==> src/rtl/round_scorer.sv <==
// Tug-of-war round/match scorer: detects edge wins, keeps scores, drives the
// resetRound recentre line and the active-low 7-segment score digits.
module round_scorer #(
  parameter int WIN_SCORE   = 7,
  parameter int HOLD_CYCLES = 4
) (
  input  logic       clk,
  input  logic       reset,
  input  logic       L,
  input  logic       R,
  input  logic       leftEdge,
  input  logic       rightEdge,
  output logic       resetRound,
  output logic [2:0] leftScore,
  output logic [2:0] rightScore,
  output logic [6:0] hexL,
  output logic [6:0] hexR,
  output logic       gameOver,
  output logic       winner
);

  typedef enum logic [1:0] {PLAY, HOLD, GAME_OVER} state_t;

  localparam logic [2:0] WIN_S      = 3'(WIN_SCORE);
  localparam logic [3:0] HOLD_RELOAD = 4'(HOLD_CYCLES - 1);

  state_t     state_q, state_d;
  logic [3:0] hold_q, hold_d;
  logic [2:0] left_q, left_d, right_q, right_d;
  logic       rr_q, rr_d;
  logic       go_q, go_d;
  logic       win_q, win_d;

  logic       left_win, right_win;
  logic [2:0] left_inc, right_inc;

  assign left_win  = leftEdge & L & ~R;
  assign right_win = rightEdge & R & ~L;
  assign left_inc  = left_q + 3'd1;
  assign right_inc = right_q + 3'd1;

  always_ff @(posedge clk) begin
    if (reset) begin
      state_q <= PLAY;
      hold_q  <= 4'd0;
      left_q  <= 3'd0;
      right_q <= 3'd0;
      rr_q    <= 1'b0;
      go_q    <= 1'b0;
      win_q   <= 1'b0;
    end else begin
      state_q <= state_d;
      hold_q  <= hold_d;
      left_q  <= left_d;
      right_q <= right_d;
      rr_q    <= rr_d;
      go_q    <= go_d;
      win_q   <= win_d;
    end
  end

  always_comb begin
    state_d = state_q;
    hold_d  = hold_q;
    left_d  = left_q;
    right_d = right_q;
    rr_d    = rr_q;
    go_d    = go_q;
    win_d   = win_q;
    unique case (state_q)
      PLAY: begin
        if (left_win || right_win) begin
          rr_d = 1'b1;
          if (left_win) left_d = left_inc;
          else          right_d = right_inc;
          if ((left_win && left_inc == WIN_S) || (right_win && right_inc == WIN_S)) begin
            state_d = GAME_OVER;
            go_d    = 1'b1;
            win_d   = right_win;
          end else begin
            state_d = HOLD;
            hold_d  = HOLD_RELOAD;
          end
        end
      end
      HOLD: begin
        // Counter reaching zero ends the hold so resetRound spans HOLD_CYCLES cycles.
        if (hold_q == 4'd0) begin
          state_d = PLAY;
          rr_d    = 1'b0;
        end else begin
          hold_d = hold_q - 4'd1;
        end
      end
      GAME_OVER: begin
        rr_d = 1'b1;
      end
      default: begin
        state_d = PLAY;
        rr_d    = 1'b0;
      end
    endcase
  end

  function automatic logic [6:0] seg7(input logic [2:0] v);
    unique case (v)
      3'd0:    seg7 = 7'b1000000;
      3'd1:    seg7 = 7'b1111001;
      3'd2:    seg7 = 7'b0100100;
      3'd3:    seg7 = 7'b0110000;
      3'd4:    seg7 = 7'b0011001;
      3'd5:    seg7 = 7'b0010010;
      3'd6:    seg7 = 7'b0000010;
      default: seg7 = 7'b1111000;
    endcase
  endfunction

  assign resetRound = rr_q;
  assign leftScore  = left_q;
  assign rightScore = right_q;
  assign gameOver   = go_q;
  assign winner     = win_q;
  assign hexL       = seg7(left_q);
  assign hexR       = seg7(right_q);

endmodule

==> config.mk <==
export PLATFORM = sky130hd
export DESIGN_NAME = round_scorer
export DESIGN_NICKNAME = d
export VERILOG_FILES = /design/src/rtl/round_scorer.sv
export SDC_FILE = /design/constraint.sdc
export NUM_CORES = 1
export LEC_CHECK = 0
export BUFFER_PORTS_ARGS = -buffer_cell sky130_fd_sc_hd__buf_2
export CORE_MARGIN = 4
export CORE_UTILIZATION = 46
export CTS_CLUSTER_SIZE = 14
export DETAILED_ROUTE_END_ITERATION = 16
export PLACE_DENSITY = 0.8
export RECOVER_POWER = 100
export SLEW_MARGIN = 10
export SYNTH_ARGS = -nofsm -noshare
export SYNTH_HDL_FRONTEND = slang
export SYNTH_SLANG_ARGS = --single-unit
==> constraint.sdc <==
create_clock -name clk -period 1.6 [get_ports clk]
set_clock_uncertainty 0.1 [all_clocks]
set_input_delay 0.32 -clock clk [delete_from_list [all_inputs] [get_ports clk]]
set_output_delay 0.32 -clock clk [all_outputs]
set_load 0.005 [all_outputs]
==> metrics.txt, run 1 <==
# TYPE chip_impl_metric gauge
chip_impl_info{name="run_status",value="finished with violations"} 1
chip_impl_info{name="violations_in_the_final_reports",value="setup timing"} 1
chip_impl_info{name="yosysMostFrequentCell",value="sky130_fd_sc_hd__nor2_1"} 1
chip_impl_metric{name="synth_edf_count",unit=""} 0
chip_impl_metric{name="synth-async-reset-ratio",unit="%"} 0
chip_impl_metric{name="vias_per_cell",unit=""} 5.91
chip_impl_metric{name="drt_wl_total",unit="um"} 3650
chip_impl_metric{name="drtIter0Drc",unit=""} 48
chip_impl_info{name="top_usage_layer",value="met2"} 1
chip_impl_metric{name="synthesis.area_per_instance",unit="um2"} 8.09
chip_impl_metric{name="yosys_warning_count",unit=""} 0
chip_impl_metric{name="worst-path-max-fanout",unit=""} 6
chip_impl_metric{name="timing.fmax",unit="MHz"} 515
chip_impl_metric{name="r2r.worst_path.cells",unit=""} 7
chip_impl_info{name="rsz0062_at_grt",value="true"} 1
chip_impl_metric{name="antenna_found_initial",unit=""} 0
chip_impl_metric{name="syn-cell-area",unit="mm2"} 0.00107
chip_impl_metric{name="clock-sinks",unit=""} 15
chip_impl_metric{name="wire_per_inst",unit="um"} 17.3
chip_impl_metric{name="cts-htree-levels",unit=""} 1
chip_impl_info{name="worst_setup_path_end_kind",value="output pin"} 1
chip_impl_metric{name="rows",unit=""} 17
chip_impl_metric{name="post_synth_inst_count",unit=""} 132
chip_impl_info{name="synth_top_area_cell",value="sky130_fd_sc_hd__dfxtp_1"} 1
chip_impl_metric{name="leakagePower",unit="uW"} 0.000725
chip_impl_metric{name="gr-usage-met3",unit="%"} 3.71
chip_impl_metric{name="timing_worst_slew_pin_value",unit="ns"} 0.360
chip_impl_metric{name="worst_slew_margin_rel",unit="%"} 75.7
chip_impl_info{name="netlist_top_cells_count",value="sky130_fd_sc_hd__nor2_1 (16), sky130_fd_sc_hd__dfxtp_1 (15), sky130_fd_sc_hd__a21oi_1 (14), sky130_fd_sc_hd__ha_1 (12), sky130_fd_sc_hd__nor3_1 (11)"} 1
chip_impl_metric{name="initial_core_util",unit="%"} 48.2
chip_impl_metric{name="post_route_cells_drive_above_1_share",unit="%"} 54.6
chip_impl_metric{name="report.final.setup_viol",unit=""} 22
chip_impl_info{name="synth.top_cells.by_area",value="sky130_fd_sc_hd__dfxtp_1 (28%), sky130_fd_sc_hd__ha_1 (14%), sky130_fd_sc_hd__a21oi_1 (6.6%), sky130_fd_sc_hd__nor2_1 (5.6%), sky130_fd_sc_hd__nor3_1 (5.2%)"} 1
chip_impl_metric{name="timing_max_transition_violations_final",unit=""} 0
chip_impl_metric{name="post-synth-top-area-fraction",unit="%"} 28.1
chip_impl_info{name="root_buffer_master",value="sky130_fd_sc_hd__clkbuf_4"} 1
chip_impl_metric{name="first_global_vias",unit=""} 1189
chip_impl_metric{name="die_y",unit="um"} 56.2
chip_impl_metric{name="grtUsageMet1",unit="%"} 23.9
chip_impl_info{name="start_kind",value="flip-flop"} 1
chip_impl_metric{name="setup_tns",unit="ns"} -5.09
chip_impl_metric{name="finalHoldWorstSlack",unit="ns"} 0.289
chip_impl_metric{name="final_hold_viol_count",unit=""} 0
chip_impl_metric{name="layoutNonFillerInstCount",unit=""} 211
chip_impl_metric{name="synth_cell_types",unit=""} 35
chip_impl_metric{name="flow.area_growth_from_synthesis",unit="%"} 65.5
chip_impl_metric{name="drv_cap",unit=""} 0
chip_impl_info{name="timing.hold.worst.class",value="in2reg"} 1
chip_impl_metric{name="holdBufCountCts",unit=""} 0
chip_impl_metric{name="clock_latency",unit="ns"} 0.29
chip_impl_metric{name="global_route.usage.met2",unit="%"} 40.4
chip_impl_metric{name="boundaryPins",unit=""} 29
chip_impl_metric{name="finalCritPeriodShare",unit="%"} 121
chip_impl_metric{name="finalWorstSetupSlack",unit="ns"} -0.341
chip_impl_metric{name="antenna_left",unit=""} 0
chip_impl_metric{name="detailed_place_hpwl",unit="um"} 2070
chip_impl_metric{name="synth-seq-area-share",unit="%"} 28.1
chip_impl_metric{name="diodes",unit=""} 0
chip_impl_info{name="synth_ff_type",value="sky130_fd_sc_hd__dfxtp_1"} 1
chip_impl_metric{name="clk_transition_reported_paths",unit="ns"} 0.10
chip_impl_metric{name="syn_nets",unit=""} 150
chip_impl_metric{name="io_buffer_count",unit=""} 28
chip_impl_metric{name="hold_depth",unit=""} 2
chip_impl_metric{name="dp_cells",unit=""} 200
chip_impl_metric{name="ys_ff_latch",unit=""} 15
chip_impl_metric{name="grt_remaining_overflow",unit=""} 0
chip_impl_metric{name="wire_length_of_the_first_global_routing_pass",unit="um"} 5550
chip_impl_metric{name="cp.required",unit="ns"} 1.18
chip_impl_metric{name="power",unit="uW"} 1050
chip_impl_info{name="tritoncts_clock_tree",value="done"} 1
chip_impl_metric{name="critPathArrivalTime",unit="ns"} 1.52
chip_impl_metric{name="cts_buffer_depth",unit=""} 2
chip_impl_metric{name="gr-usage-all-layers",unit="%"} 21.7
chip_impl_metric{name="finish.net_count",unit=""} 202
chip_impl_metric{name="worst_vdd_rail_ir_drop",unit="V"} 0.000698
chip_impl_metric{name="grt_start_max_net_pins",unit=""} 17
chip_impl_metric{name="die_w",unit="um"} 56.2
chip_impl_metric{name="cts_made_buffers",unit=""} 3
chip_impl_metric{name="dp_slack",unit="ns"} -0.136
chip_impl_metric{name="routability_congestion_estimate_from_global_placement",unit=""} 0.879
chip_impl_metric{name="core_area",unit="mm2"} 0.00221
chip_impl_metric{name="dr_total_vias",unit=""} 1248
chip_impl_metric{name="die_area",unit="mm2"} 0.00316
chip_impl_info{name="critical_path_class",value="reg2out"} 1
chip_impl_metric{name="finalCriticalPeriod",unit="ns"} 1.94
chip_impl_metric{name="dr.pass1.iters",unit=""} 4
chip_impl_metric{name="power.density",unit="mW/mm2"} 592
chip_impl_metric{name="drc",unit=""} 0
where the power goes:
part	total [uW]	leakage, uW	internal (uW)	switching, uW
logic	391	0.000584	188	203
registers	419	0.000126	392	27.1
clock network	236	0.0000150	97.1	139
per-layer routing:
metal  vias to the layer above  share of wire, %
li1                        575                 -
met1                       608                38
met2                        53                53
met3                        12               4.8
met4                         0               3.5
met5                         -                 0
final timing paths:
kind                 startpoint       endpoint  slack, ns
setup / recovery   leftScore[1]        hexL[4]      -0.34
setup reg to reg  rightScore[0]      hold_q[1]      -0.29
hold / removal            reset  rightScore[0]       0.29
hold reg to reg        gameOver       gameOver       0.39
metrics by stage:
step	utilization (%)	area, um2
after floorplan	-	1140
after global placement	63.7	1410
after detailed placement	63.7	1410
after CTS	75.8	1680
after global routing	79.9	1770
final	79.9	1770
worst max-delay path, cell delays in order (launching register included):
cell and delay (ns):
sky130_fd_sc_hd__dfxtp_4 0.39, sky130_fd_sc_hd__buf_12 0.13, sky130_fd_sc_hd__ha_4 0.19, sky130_fd_sc_hd__nor3_2 0.16, sky130_fd_sc_hd__nor3_1 0.07, sky130_fd_sc_hd__a21oi_1 0.15, sky130_fd_sc_hd__buf_2 0.14
sequential cells by signal, summed over array words and instances (netlist names):
signal      cells
state_q         2
hold_q          4
resetRound      1
gameOver        1
rightScore      3
leftScore       3
winner          1
repair_timing:
item                                    in CTS  in global routing
gates resized for setup                     42                 18
setup buffers                                7                  0
endpoints found under the setup margin      20                 23
pin swaps                                   21                  5
cloned                                       0                  0
cells by family (layout without fill, tap and decap cells):
logic type               after synthesis  in the layout  share of synthesized area [%]
buffers and inverters                 14             65                           5.98
AND/OR/NAND/NOR                       48             48                           22.7
adder cells (fa/ha/maj)               12             12                           14.1
AO/OA/AOI/OAI                         39             39                           25.3
XOR/XNOR                               2              2                           1.64
multiplexers                           2              2                           2.11
flip-flops                            15             15                           28.1
cell usage in the layout (no fill, tap or decap), types with 3 or more instances in the layout:
cell / instances
sky130_fd_sc_hd__a21oi_1: 14
sky130_fd_sc_hd__buf_12: 3
sky130_fd_sc_hd__buf_2: 25
sky130_fd_sc_hd__buf_4: 16
sky130_fd_sc_hd__buf_6: 5
sky130_fd_sc_hd__clkbuf_4: 3
sky130_fd_sc_hd__dfxtp_1: 9
sky130_fd_sc_hd__dfxtp_4: 4
sky130_fd_sc_hd__ha_4: 10
sky130_fd_sc_hd__inv_1: 6
sky130_fd_sc_hd__nand2_1: 4
sky130_fd_sc_hd__nand3_1: 3
sky130_fd_sc_hd__nor2_1: 11
sky130_fd_sc_hd__nor2_4: 3
sky130_fd_sc_hd__nor2b_4: 3
sky130_fd_sc_hd__nor3_1: 5
sky130_fd_sc_hd__nor3_2: 4
sky130_fd_sc_hd__o21ai_1: 5
final cells by class:
cell class / count / area [um2]
multi-input combinational: 103 / 973
fill: 139 / 445
timing repair buffer: 51 / 369
sequential: 15 / 318
inverter: 10 / 45.0
tap: 28 / 35.0
clock buffer: 4 / 26.3
No activity file was read; power rests on OpenSTA's default activity.
==> run 2: changes to the inputs <==
--- a/config.mk
+++ b/config.mk
@@ -8,6 +8,7 @@
 export BUFFER_PORTS_ARGS = -buffer_cell sky130_fd_sc_hd__buf_2
 export CORE_MARGIN = 4
 export CORE_UTILIZATION = 46
+export CTS_BUF_LIST = sky130_fd_sc_hd__clkbuf_16
 export CTS_CLUSTER_SIZE = 14
 export DETAILED_ROUTE_END_ITERATION = 16
 export PLACE_DENSITY = 0.8
@@ -16,3 +17,4 @@
 export SYNTH_ARGS = -nofsm -noshare
 export SYNTH_HDL_FRONTEND = slang
 export SYNTH_SLANG_ARGS = --single-unit
+export TNS_END_PERCENT = 10
==> metrics.txt, run 2 (synthesis results as in run 1) <==
# TYPE chip_impl_metric gauge
chip_impl_info{name="run_status",value="finished with violations"} 1
chip_impl_info{name="violations_in_the_final_reports",value="setup timing"} 1
chip_impl_info{name="tritoncts_clock_tree",value="done"} 1
chip_impl_info{name="final_common_cell",value="sky130_fd_sc_hd__buf_2"} 1
chip_impl_metric{name="finalHoldWorstSlack",unit="ns"} 0.333
chip_impl_info{name="timing.hold.worst.class",value="in2reg"} 1
chip_impl_metric{name="cellInternalPower",unit="uW"} 900
chip_impl_metric{name="vias_per_cell",unit=""} 5.95
chip_impl_metric{name="power.density",unit="mW/mm2"} 731
chip_impl_metric{name="worst_vdd_rail_ir_drop",unit="V"} 0.000899
chip_impl_metric{name="largest_reg_flops",unit=""} 4
chip_impl_metric{name="antenna_left",unit=""} 0
chip_impl_metric{name="clock-sinks",unit=""} 15
chip_impl_metric{name="power",unit="uW"} 1280
chip_impl_info{name="critical_path.reg2reg.startpoint",value="leftScore[1]"} 1
chip_impl_metric{name="finalCritPeriodShare",unit="%"} 118
chip_impl_metric{name="detailed_place_hpwl",unit="um"} 2070
chip_impl_metric{name="timing.fmax",unit="MHz"} 528
chip_impl_metric{name="power.share.clock",unit="%"} 38.0
chip_impl_metric{name="cp.required",unit="ns"} 1.18
chip_impl_metric{name="clock_latency",unit="ns"} 0.25
chip_impl_metric{name="rows",unit=""} 17
chip_impl_metric{name="die_w",unit="um"} 56.2
chip_impl_metric{name="gr-usage-all-layers",unit="%"} 21.8
chip_impl_info{name="crit_path_cell_trace",value="inv_2 > ha_4 > nor2_1 > a21oi_1 > a21oi_1 > buf_2"} 1
chip_impl_metric{name="timing_worst_slew_pin_value",unit="ns"} 0.402
chip_impl_metric{name="core_area",unit="mm2"} 0.00221
chip_impl_metric{name="wire_length_of_the_first_global_routing_pass",unit="um"} 5550
chip_impl_metric{name="initial_core_util",unit="%"} 48.2
chip_impl_metric{name="cpPeakStageDelay",unit="ns"} 0.36
chip_impl_metric{name="cts_made_buffers",unit=""} 3
chip_impl_metric{name="cts_buffer_depth",unit=""} 2
chip_impl_metric{name="wire_per_inst",unit="um"} 17.5
chip_impl_info{name="start_kind",value="flip-flop"} 1
chip_impl_info{name="critical_path_class",value="reg2out"} 1
chip_impl_info{name="timing.critical_path.from",value="rightScore[1]"} 1
chip_impl_metric{name="leakagePower",unit="uW"} 0.000730
chip_impl_info{name="root_buffer_master",value="sky130_fd_sc_hd__clkbuf_16"} 1
chip_impl_metric{name="worst-path-max-fanout",unit=""} 7
chip_impl_metric{name="finish.net_count",unit=""} 200
chip_impl_metric{name="multi_input_area",unit="um2"} 933
chip_impl_metric{name="dr.pass1.iters",unit=""} 4
chip_impl_metric{name="critPathArrivalTime",unit="ns"} 1.47
chip_impl_info{name="rsz0062_at_grt",value="true"} 1
chip_impl_info{name="critical-path-slowest-cell",value="sky130_fd_sc_hd__dfxtp_4"} 1
chip_impl_info{name="timing.critical_path.mode_cell",value="sky130_fd_sc_hd__a21oi_1"} 1
chip_impl_metric{name="boundaryPins",unit=""} 29
chip_impl_metric{name="drv_cap",unit=""} 0
chip_impl_metric{name="die_y",unit="um"} 56.2
chip_impl_metric{name="grt_start_max_net_pins",unit=""} 17
chip_impl_metric{name="holdBufCountCts",unit=""} 0
chip_impl_metric{name="routability_congestion_estimate_from_global_placement",unit=""} 0.879
chip_impl_metric{name="seq_pwr_share",unit="%"} 33.0
chip_impl_metric{name="grt_remaining_overflow",unit=""} 0
chip_impl_metric{name="die_area",unit="mm2"} 0.00316
chip_impl_metric{name="finalWorstSetupSlack",unit="ns"} -0.295
chip_impl_metric{name="post-route-util",unit="%"} 79.0
chip_impl_metric{name="first_global_vias",unit=""} 1169
chip_impl_metric{name="drc",unit=""} 0
chip_impl_metric{name="worst_slew_margin_rel",unit="%"} 72.9
chip_impl_metric{name="dr_total_vias",unit=""} 1244
chip_impl_info{name="worst_setup_path_end_kind",value="output pin"} 1
chip_impl_metric{name="timing_max_transition_violations_final",unit=""} 0
chip_impl_metric{name="fillCellCount",unit=""} 144
chip_impl_info{name="mostFrequentLayoutCells",value="sky130_fd_sc_hd__buf_2 (26), sky130_fd_sc_hd__buf_4 (15), sky130_fd_sc_hd__a21oi_1 (14)"} 1
chip_impl_metric{name="diodes",unit=""} 0
chip_impl_info{name="min_from",value="reset"} 1
chip_impl_metric{name="drt_wl_total",unit="um"} 3660
chip_impl_metric{name="post_route_cells_drive_above_1_share",unit="%"} 51.9
chip_impl_metric{name="final_hold_viol_count",unit=""} 0
chip_impl_metric{name="finalCriticalPeriod",unit="ns"} 1.89
chip_impl_metric{name="drtIter0Drc",unit=""} 47
chip_impl_info{name="top_register",value="hold_q"} 1
chip_impl_metric{name="register_area",unit="um2"} 318
chip_impl_metric{name="clk_transition_reported_paths",unit="ns"} 0.05
chip_impl_metric{name="flow.area_growth_from_synthesis",unit="%"} 63.7
chip_impl_metric{name="comb_power_share",unit="%"} 29.0
chip_impl_metric{name="antenna_found_initial",unit=""} 0
chip_impl_metric{name="io_buffer_count",unit=""} 28
chip_impl_metric{name="cts-htree-levels",unit=""} 1
chip_impl_metric{name="netSwitchingFraction",unit="%"} 29.5
chip_impl_metric{name="report.final.setup_viol",unit=""} 19
chip_impl_metric{name="p_switching",unit="uW"} 377
run 2: power by group through the flow:
| stage | Clock [uW] | Sequential [uW] | Combinational, uW |
|---|---|---|---|
| final | 485 | 421 | 371 |
| after global routing | 507 | 423 | 397 |
| after CTS | 493 | 418 | 328 |
| after detailed placement | 0 | 425 | 286 |
| after global placement | 0 | 423 | 270 |
| after floorplan | 0 | 426 | 177 |
run 2: worst paths after layout:
path | endpoint | slack, ns | depth (start not counted)
max | hexR[4] | -0.29 | 6
min | gameOver | 0.33 | 2
max reg2reg | hold_q[1] | -0.14 | 6
min reg2reg | gameOver | 0.37 | 2
run 2: metal layers:
metal,routed length (um),global-route usage (%),up-vias,part of all wire (%)
li1,-,-,566,-
met1,1300,23.0,579,35
met2,1890,42.7,74,52
met3,263,3.48,25,7.2
met4,211,7.46,0,5.8
met5,0,0,-,0
run 2: layout make-up:
| type | count | share of cell area, % |
|---|---|---|
| clock buffer | 3 | 4.30 |
| clock inverter | 1 | 0.215 |
| inverter | 10 | 2.15 |
| multi-input combinational | 103 | 53.4 |
| sequential | 15 | 18.2 |
| tap | 28 | 2.01 |
| timing repair buffer | 49 | 19.7 |
run 2: what timing repair did:
| action | CTS | global route |
|---|---|---|
| pin swaps | 17 | 6 |
| setup buffers | 4 | 1 |
| cloned | 0 | 0 |
| gates resized for setup | 41 | 6 |
| endpoints found under the setup margin | 20 | 21 |
run 2: metrics by stage:
step,instances,cell area (um2),TNS (ns),setup slack (ns)
finish,209,1750,-2.92,-0.295
global route,209,1750,-4.04,-0.338
CTS,208,1710,-2.42,-0.202
detailed placement,200,1410,-0.826,-0.136
global placement,200,1410,-0.262,-0.0885
floorplan,132,1140,-0.00379,-0.00379
run 2: worst max-delay path: cells and delay by family, from the launching register on:
family                   cells  cell delay, ns
AND/OR/NAND/NOR              1            0.07
AO/OA/AOI/OAI                2            0.32
buffers and inverters        2            0.26
flip-flops                   1            0.36
adder cells (fa/ha/maj)      1            0.21
